## config.mk

```make
export PLATFORM = sky130hd
export DESIGN_NAME = counter_sequencer
export DESIGN_NICKNAME = d
export VERILOG_FILES = /design/src/rtl/counter_sequencer.sv
export SDC_FILE = /design/constraint.sdc
export NUM_CORES = 1
export LEC_CHECK = 0
export CAP_MARGIN = 20
export CORE_ASPECT_RATIO = 1.2
export CORE_MARGIN = 4
export CORE_UTILIZATION = 49
export CTS_BUF_LIST = sky130_fd_sc_hd__clkbuf_8
export DETAILED_ROUTE_END_ITERATION = 8
export PLACE_DENSITY = 0.83
export SLEW_MARGIN = 20
export SYNTH_ARGS = -nofsm -noshare
export SYNTH_HDL_FRONTEND = slang
export SYNTH_SLANG_ARGS = --single-unit
export TNS_END_PERCENT = 50
```

## constraint.sdc

```tcl
create_clock -name clk -period 2 [get_ports clk]
set_clock_uncertainty 0.2 [all_clocks]
set_input_delay 0.4 -clock clk [delete_from_list [all_inputs] [get_ports clk]]
set_output_delay 0.4 -clock clk [all_outputs]
set_load 0.01 [all_outputs]
```

## src/rtl/counter_sequencer.sv

```systemverilog
// counter_sequencer: sequences a WIDTH-bit up/down count from a programmed load value to a
// terminal value. It supports one-shot, auto-reload and ping-pong modes, pause and abort.
//
// Ports:
//   clk       rising-edge clock
//   rst       synchronous, active-low reset
//   start     request a new sequence (accepted only in IDLE)
//   stop      abort the running or paused sequence
//   pause     level; holds the count while high
//   tick      count-enable strobe, one step per cycle
//   dir       initial direction, 1 = up (sampled at start)
//   mode      00 one-shot, 01 auto-reload, 10 ping-pong, 11 one-shot (sampled at start)
//   load_val  start value (sampled at start)
//   term_val  terminal value (sampled at start)
//   count     current count
//   dir_o     current direction
//   busy      high in RUN or PAUSED
//   done      one-cycle pulse when a one-shot sequence completes
//   wrap      one-cycle pulse on each reload or turnaround
module counter_sequencer #(
    parameter int unsigned WIDTH = 4
) (
    input  logic             clk,
    input  logic             rst,
    input  logic             start,
    input  logic             stop,
    input  logic             pause,
    input  logic             tick,
    input  logic             dir,
    input  logic [1:0]       mode,
    input  logic [WIDTH-1:0] load_val,
    input  logic [WIDTH-1:0] term_val,
    output logic [WIDTH-1:0] count,
    output logic             dir_o,
    output logic             busy,
    output logic             done,
    output logic             wrap
);

    typedef enum logic [1:0] {
        StIdle,
        StRun,
        StPaused,
        StDone
    } state_e;

    localparam logic [1:0] ModeReload   = 2'b01;
    localparam logic [1:0] ModePingPong = 2'b10;

    state_e           state_q, state_d;
    logic [WIDTH-1:0] count_q, count_d;
    logic [WIDTH-1:0] target_q, target_d;
    logic [WIDTH-1:0] load_q, load_d;
    logic [WIDTH-1:0] term_q, term_d;
    logic [1:0]       mode_q, mode_d;
    logic             dir_q, dir_d;
    logic             done_q, done_d;
    logic             wrap_q, wrap_d;

    logic             at_target;
    logic [WIDTH-1:0] count_up;
    logic [WIDTH-1:0] count_dn;

    assign at_target = (count_q == target_q);
    // Natural modulo-2^WIDTH roll-over is the intended behaviour in both directions.
    assign count_up  = count_q + WIDTH'(1);
    assign count_dn  = count_q - WIDTH'(1);

    always_comb begin
        state_d  = state_q;
        count_d  = count_q;
        target_d = target_q;
        load_d   = load_q;
        term_d   = term_q;
        mode_d   = mode_q;
        dir_d    = dir_q;
        done_d   = 1'b0;
        wrap_d   = 1'b0;

        unique case (state_q)
            StIdle: begin
                if (start) begin
                    load_d   = load_val;
                    term_d   = term_val;
                    mode_d   = mode;
                    dir_d    = dir;
                    count_d  = load_val;
                    target_d = term_val;
                    state_d  = StRun;
                end
            end

            StRun: begin
                if (stop) begin
                    state_d = StIdle;
                end else if (pause) begin
                    state_d = StPaused;
                end else if (tick) begin
                    if (!at_target) begin
                        count_d = dir_q ? count_up : count_dn;
                    end else begin
                        // Terminal check precedes stepping, so load == term ends on the
                        // first tick.
                        case (mode_q)
                            ModeReload: begin
                                count_d = load_q;
                                wrap_d  = 1'b1;
                            end
                            ModePingPong: begin
                                wrap_d = 1'b1;
                                if (load_q == term_q) begin
                                    // Degenerate bounce: behaves like a reload.
                                    count_d = load_q;
                                end else begin
                                    dir_d    = ~dir_q;
                                    target_d = (target_q == term_q) ? load_q : term_q;
                                    // Step one in the new direction.
                                    count_d  = dir_q ? count_dn : count_up;
                                end
                            end
                            default: begin
                                state_d = StDone;
                                done_d  = 1'b1;
                            end
                        endcase
                    end
                end
            end

            StPaused: begin
                if (stop) begin
                    state_d = StIdle;
                end else if (!pause) begin
                    state_d = StRun;
                end
            end

            StDone: begin
                state_d = StIdle;
            end

            default: begin
                state_d = StIdle;
            end
        endcase
    end

    always_ff @(posedge clk) begin
        if (!rst) begin
            state_q  <= StIdle;
            count_q  <= '0;
            target_q <= '0;
            load_q   <= '0;
            term_q   <= '0;
            mode_q   <= '0;
            dir_q    <= 1'b1;
            done_q   <= 1'b0;
            wrap_q   <= 1'b0;
        end else begin
            state_q  <= state_d;
            count_q  <= count_d;
            target_q <= target_d;
            load_q   <= load_d;
            term_q   <= term_d;
            mode_q   <= mode_d;
            dir_q    <= dir_d;
            done_q   <= done_d;
            wrap_q   <= wrap_d;
        end
    end

    assign count = count_q;
    assign dir_o = dir_q;
    assign busy  = (state_q == StRun) || (state_q == StPaused);
    assign done  = done_q;
    assign wrap  = wrap_q;

endmodule
```

Word level (Yosys, flattened, before mapping)
Cells that the tools add are included.

storage, ports and cells
  latch bits = 0
  bits in read-only memories = 0
  flip-flop bits (word level) = 23
  bits of input ports = 17
  memories = 0
  output and inout bits = 8
  word-level logic and storage cells = 83
  bits in writable memories = 0

cells by class
  equality and inequality tests = 20
  mux-type cells = 38
  order comparisons = 0
  multipliers = 0
  shift operators = 0
  bitwise gates (word level) = 5
  $add $sub $neg = 2
  div/mod/pow operators = 0
  reductions and logical operators = 9

operator list
  kind                                                    number
  2-to-1 mux 4 bit                                        16
  case mux 4 bit (2 select lines)                         3
  2-to-1 mux 2 bit                                        8
  == test 4 bit                                           3
  inequality test 2 bit (second input constant)           6
  inequality test 4 bit (second input constant)           3
  2-to-1 mux 1 bit                                        9
  case mux 2 bit (4 select lines)                         1
  AND reduction 8 bit                                     1
  == test 2 bit (second input constant)                   3
  AND reduction 6 bit                                     1
  OR reduction 6 bit                                      1
  NOT 1 bit                                               5
  AND reduction 5 bit                                     1
  adder 4 x 1 -> 4 bit (second input constant)            1
  == test 2 x 1 -> 1 bit (second input constant)          2
  inequality test 4 x 2 -> 1 bit (second input constant)  1
  subtractor 4 x 1 -> 4 bit (second input constant)       1
  inequality test 3 bit (second input constant)           1
  logical NOT 2 bit                                       1
  inequality test 2 x 1 -> 1 bit (second input constant)  1
  case mux 1 bit (2 select lines)                         1
  AND reduction 2 bit                                     1
  nonzero test 2 bit                                      1
  2 further kinds                                         2

Longest topological paths before layout
  depth after elaboration = 9
  depth in mapped cells = 8
  gate-level depth less buffers = 7

Least setup slack after synthesis
OpenSTA, ideal clock, no wires.

  kind = reg2reg
  from = reg load_q[1]
  to = reg count_q[2], in the netlist count[2]
  setup slack = -0.025 ns
  path buffers = 0
  data required time = 1.661 ns
  library setup time = 0.139 ns
  period minus slack after synthesis = 2.025 ns
  stages on the path, launching flop included = 6
  arrival = 1.686 ns
  cells stage by stage = dfxtp_1 -> xor2_1 -> o41ai_4 -> mux2_2 -> a221oi_1 -> a21oi_1

on the way
  cells in the longest elaborated chain, start to end = 8

ends and longest elaborated chain
  element                          RTL line  RTL
  start: declaration               53        logic [WIDTH-1:0] load_q, load_d;
  start signal: assignment         163       load_q <= load_d;
  == test 4 bit                    111       if (load_q == term_q) begin
  2-to-1 mux 4 bit                 111
  case mux 4 bit (2 select lines)  104       case (mode_q)
  2-to-1 mux 4 bit                 99        if (!at_target) begin
  2-to-1 mux 4 bit                 98        end else if (tick) begin
  2-to-1 mux 4 bit                 96        end else if (pause) begin
  2-to-1 mux 4 bit                 94        if (stop) begin
  case mux 4 bit (2 select lines)  80        unique case (state_q)
  end signal: assignment           161       count_q <= count_d;
  end: declaration                 51        logic [WIDTH-1:0] count_q, count_d;

No other way between the ends. The select of a mux whose other input is x is not followed.
A chain may end at the register's enable or synchronous reset.

Worst setup path after layout
  from = reg term_q[1]
  to = reg count_q[2], in the netlist count[2]

on the way
  cells in the longest elaborated chain, start to end = 8

ends and longest elaborated chain
  element                          RTL line  RTL
  start: declaration               54        logic [WIDTH-1:0] term_q, term_d;
  start signal: assignment         164       term_q <= term_d;
  == test 4 bit                    111
  2-to-1 mux 4 bit                 111
  case mux 4 bit (2 select lines)  104
  2-to-1 mux 4 bit                 99
  2-to-1 mux 4 bit                 98
  2-to-1 mux 4 bit                 96
  2-to-1 mux 4 bit                 94
  case mux 4 bit (2 select lines)  80

No other way between the ends. The select of a mux whose other input is x is not followed.

==> impl_results.md <==
* Synth Flop Type: dfxtp_1
* Worst-case clock buffer depth at 2
* FF+latch count, synth at 23
* Starting DRT DRC Count at approximately 120
* CTS tree: yes
* Die X at 57.81 um
* Crit path max-delay family: compound AO/OA/AOI/OAI gates
* Clk sinks at 23
* Asr flop ratio synth at 0%
* Final Max Slew Viols at 0
* Routed vias at 1577
* Pleak at 0.8730 nW
* Fraction of layout cells with a size suffix above 1 at 28.45%
* Largest net degree at the start of global routing at 17
* Yosys warns at 0
* Htree depth at 1
* CTS Root Cell: clkbuf_8
* Clk_lat worst skew at around 270 ps
* Pre-CTS setup slack at -380.5 ps
* Simple-Gate Fraction of Synth Area at 21.27%
* Max-Cap Viols at 0
* Peak Freq at 503.9 MHz
* Part of the power in registers at 33.6%
* Tot GR Track Use at 22.24%
* Worst Hold Endpoint: mode_q[1]$_SDFFE_PN0P_
* Main combinational cell family by area after synthesis: compound AO/OA/AOI/OAI gates
* First-pass GRT wire length at 6768 um
* Min-delay src: mode_q[1]$_SDFFE_PN0P_
* Flop-to-flop setup slack at 20 ps
* Row count at 21
* Post-Synth XOR/XNOR Area at 10.12%
* Crit path cell chain: xor2_2 > o41ai_4 > mux2_4 > a221oi_4 > a21oi_1
* WP buf/inv at 0
* Syn Nets at 202
* Switch Pwr at 0.6567 mW
* Endpoint type of the worst setup path: flop
* Min Hold Slack at 268.9 ps
* Most frequent cells in the layout: buf_4 (31), nand2_1 (25), clkdlybuf4s50_1 (20), a21oi_1 (16), dfxtp_1 (16)
* CTS buffer count at 3
* Required @ worst endpoint at 1950 ps
* Post-route DRC at 0
* Switching portion of total power at 37.64%
* Slew headroom at 72.18%
* Reg2reg path depth at 5
* Routed Antenna Nets at 0
* Ant diodes at 0
* Post-Syn Instances at around 180
* CP Launch Type: flop
* DR vias/cell at 5.929
* Worst r2r dst: count[2]$_SDFFE_PN0P_
* Starting density of the core at about half
* Combinational share of power at between 40% and 50%
* Crit path time final at 1984 ps
* Number of enable flip-flop cells after synthesis at 0
* Yosys cell types at 44
* Critical path class: reg -> reg
* Worst hold path depth at 2
* Hold buffers post-CTS at 0
* Slowest CP cell: o41ai_4
* Post-DP HPWL at around 3100 um
* Multiplexer share of the synthesized area at 4.889%
* Gpl congestion at 0.8844
* Clock slew at reported path FFs at about 90 ps
* R2r startpoint: term_q[1]$_SDFFE_PN0P_
* Synth Area in Compound Gates at 21.61%
* Clk network pwr share at approximately 17%
* Min-Delay Path Class: reg -> reg
* Drt wl/cell at approximately 16 um
* Worst stage delay on the critical path at 450 ps
* Die area at 3918 um2
* CP max FO at 3
* Net count reported at finish at 256
* Vias in the first global route at 1555
* Mapped cell area at 1459 um2
* Final WS setup at 15.53 ps
* Chip height at 67.77 um
* Core area at 2811 um2
* Post-synthesis sequential area ratio at 31.56%
* Final-report hold violation count at 0
* Number of I/O port buffers at 24
* Status: finished clean
* Unrepaired setup endpoints after global routing: true
* Worst Path Arrival at a little under 2000 ps
* IO Pins at 25
* Int Pwr at ~1.1 mW
* Most common cell after layout, fill and taps aside: buf_4
* Setup violations, final at 0
* Antenna violations before repair at 0
* Area Growth Syn to Fin at 45.45%
* Adder-Cell Fraction of Synth Area at 5.146%
* Worst Max-Slew Pin Slew at roughly 410 ps
* Total grt overflow at 0
* Synth Area per Inst at just over 8 um2
* Final period util at 99.22%
* Final WL at 4331 um
* DR pass1 iterations at 4
* Peak supply drop at 0.5279 mV
* Pwr dens at 822.2 nW/um2
cells in the mapped netlist (all sizes together) (2+ instances only):
library cell | n | share of area (%)
nor2 | 9 | 2.3
buf | 4 | 1.8
a31oi | 4 | 1.7
clkbuf | 5 | 1.3
inv | 8 | 2.1
a41oi | 2 | 1.2
dfxtp | 23 | 32
a2111o | 4 | 3.1
nand3 | 3 | 1.0
mux2i | 6 | 4.1
xnor2 | 10 | 6.0
nand4 | 4 | 1.7
nand2 | 25 | 6.4
and2 | 2 | 0.94
a21oi | 18 | 6.2
nor3 | 5 | 1.7
xor2 | 6 | 4.1
nor2b | 3 | 1.3
o21ai | 11 | 3.8
ha | 6 | 5.1
state kept, by name, indices dropped and copies added, names as in the netlist:
name and flops:
term_q 4, done 1, count 4, state_q 2, target_q 4, load_q 4, mode_q 2, dir_o 1
wrap 1
worst register-to-register path: stages (launching register included):
cell and delay [ps]:
dfxtp_2 350, xor2_2 180, o41ai_4 450, mux2_4 360
a221oi_4 230, a21oi_1 100
per-stage QoR:
stage | std cells | total power [mW] | TNS, ps | instance area (um2) | utilization [%]
floorplan | 179 | 1.029 | -9.737 | 1464 | -
global placement | 257 | 1.286 | -1266 | 1918 | 68.22
detailed placement | 257 | 1.328 | -2507 | 1918 | 68.22
CTS | 261 | 1.634 | -58.18 | 1992 | 70.85
global route | 266 | 1.847 | -147.8 | 2122 | 75.48
finish | 266 | 1.745 | 0 | 2122 | 75.48
logic make-up (layout without fill, tap and decap cells):
family	after synthesis	after routing
compound gates	47	47
flops	23	23
buf+inv	18	71
fa+ha+maj	6	6
simple gates	62	62
mux	7	7
xor+xnor	16	16
worst max-delay path by stage:
stage	from	end	cells past startpoint
floorplan	count[0]$_SDFFE_PN0P_	dir_o$_SDFFE_PN1P_	7
global placement	tick	dir_o$_SDFFE_PN1P_	6
detailed placement	tick	target_q[0]$_SDFFE_PN0P_	7
CTS	load_q[3]$_SDFFE_PN0P_	count[2]$_SDFFE_PN0P_	5
global route	count[0]$_SDFFE_PN0P_	count[2]$_SDFFE_PN0P_	7
finish	term_q[1]$_SDFFE_PN0P_	count[2]$_SDFFE_PN0P_	5
power by group through the flow:
stage,combinational (mW),sequential [mW],clock (mW)
final,0.856,0.587,0.301
after global routing,0.923,0.597,0.328
after CTS,0.756,0.577,0.301
after detailed placement,0.742,0.586,0
after global placement,0.705,0.581,0
after floorplan,0.451,0.579,0
layer usage:
| layer | GRT usage (%) | part of all wire, % | up-vias | routed length [um] |
|---|---|---|---|---|
| met1 | 24.77 | 39 | 742 | 1692 |
| met3 | 2.868 | 5.4 | 19 | 233 |
| li1 | - | - | 745 | - |
| met4 | 12.46 | 3.9 | 0 | 167 |
| met5 | 0 | 0 | - | 0 |
| met2 | 40.40 | 52 | 71 | 2237 |
repair_timing:
item	4_1_cts	5_1_grt
pin swaps	1	11
cloned	0	0
buffers inserted	0	5
gates resized for setup	13	27
setup endpoints to repair	9	12
cell type report:
cell class                      count  area [um2]
Tap cell                           34       42.54
Multi-Input combinational cell    138        1017
Clock inverter                      1       5.005
Inverter                            9       36.28
Sequential cell                    23       474.2
Clock buffer                        3       41.29
Timing Repair Buffer               58       505.5
Fill cell                         202       689.4
Note: power is estimated with default switching activity, not from simulation.
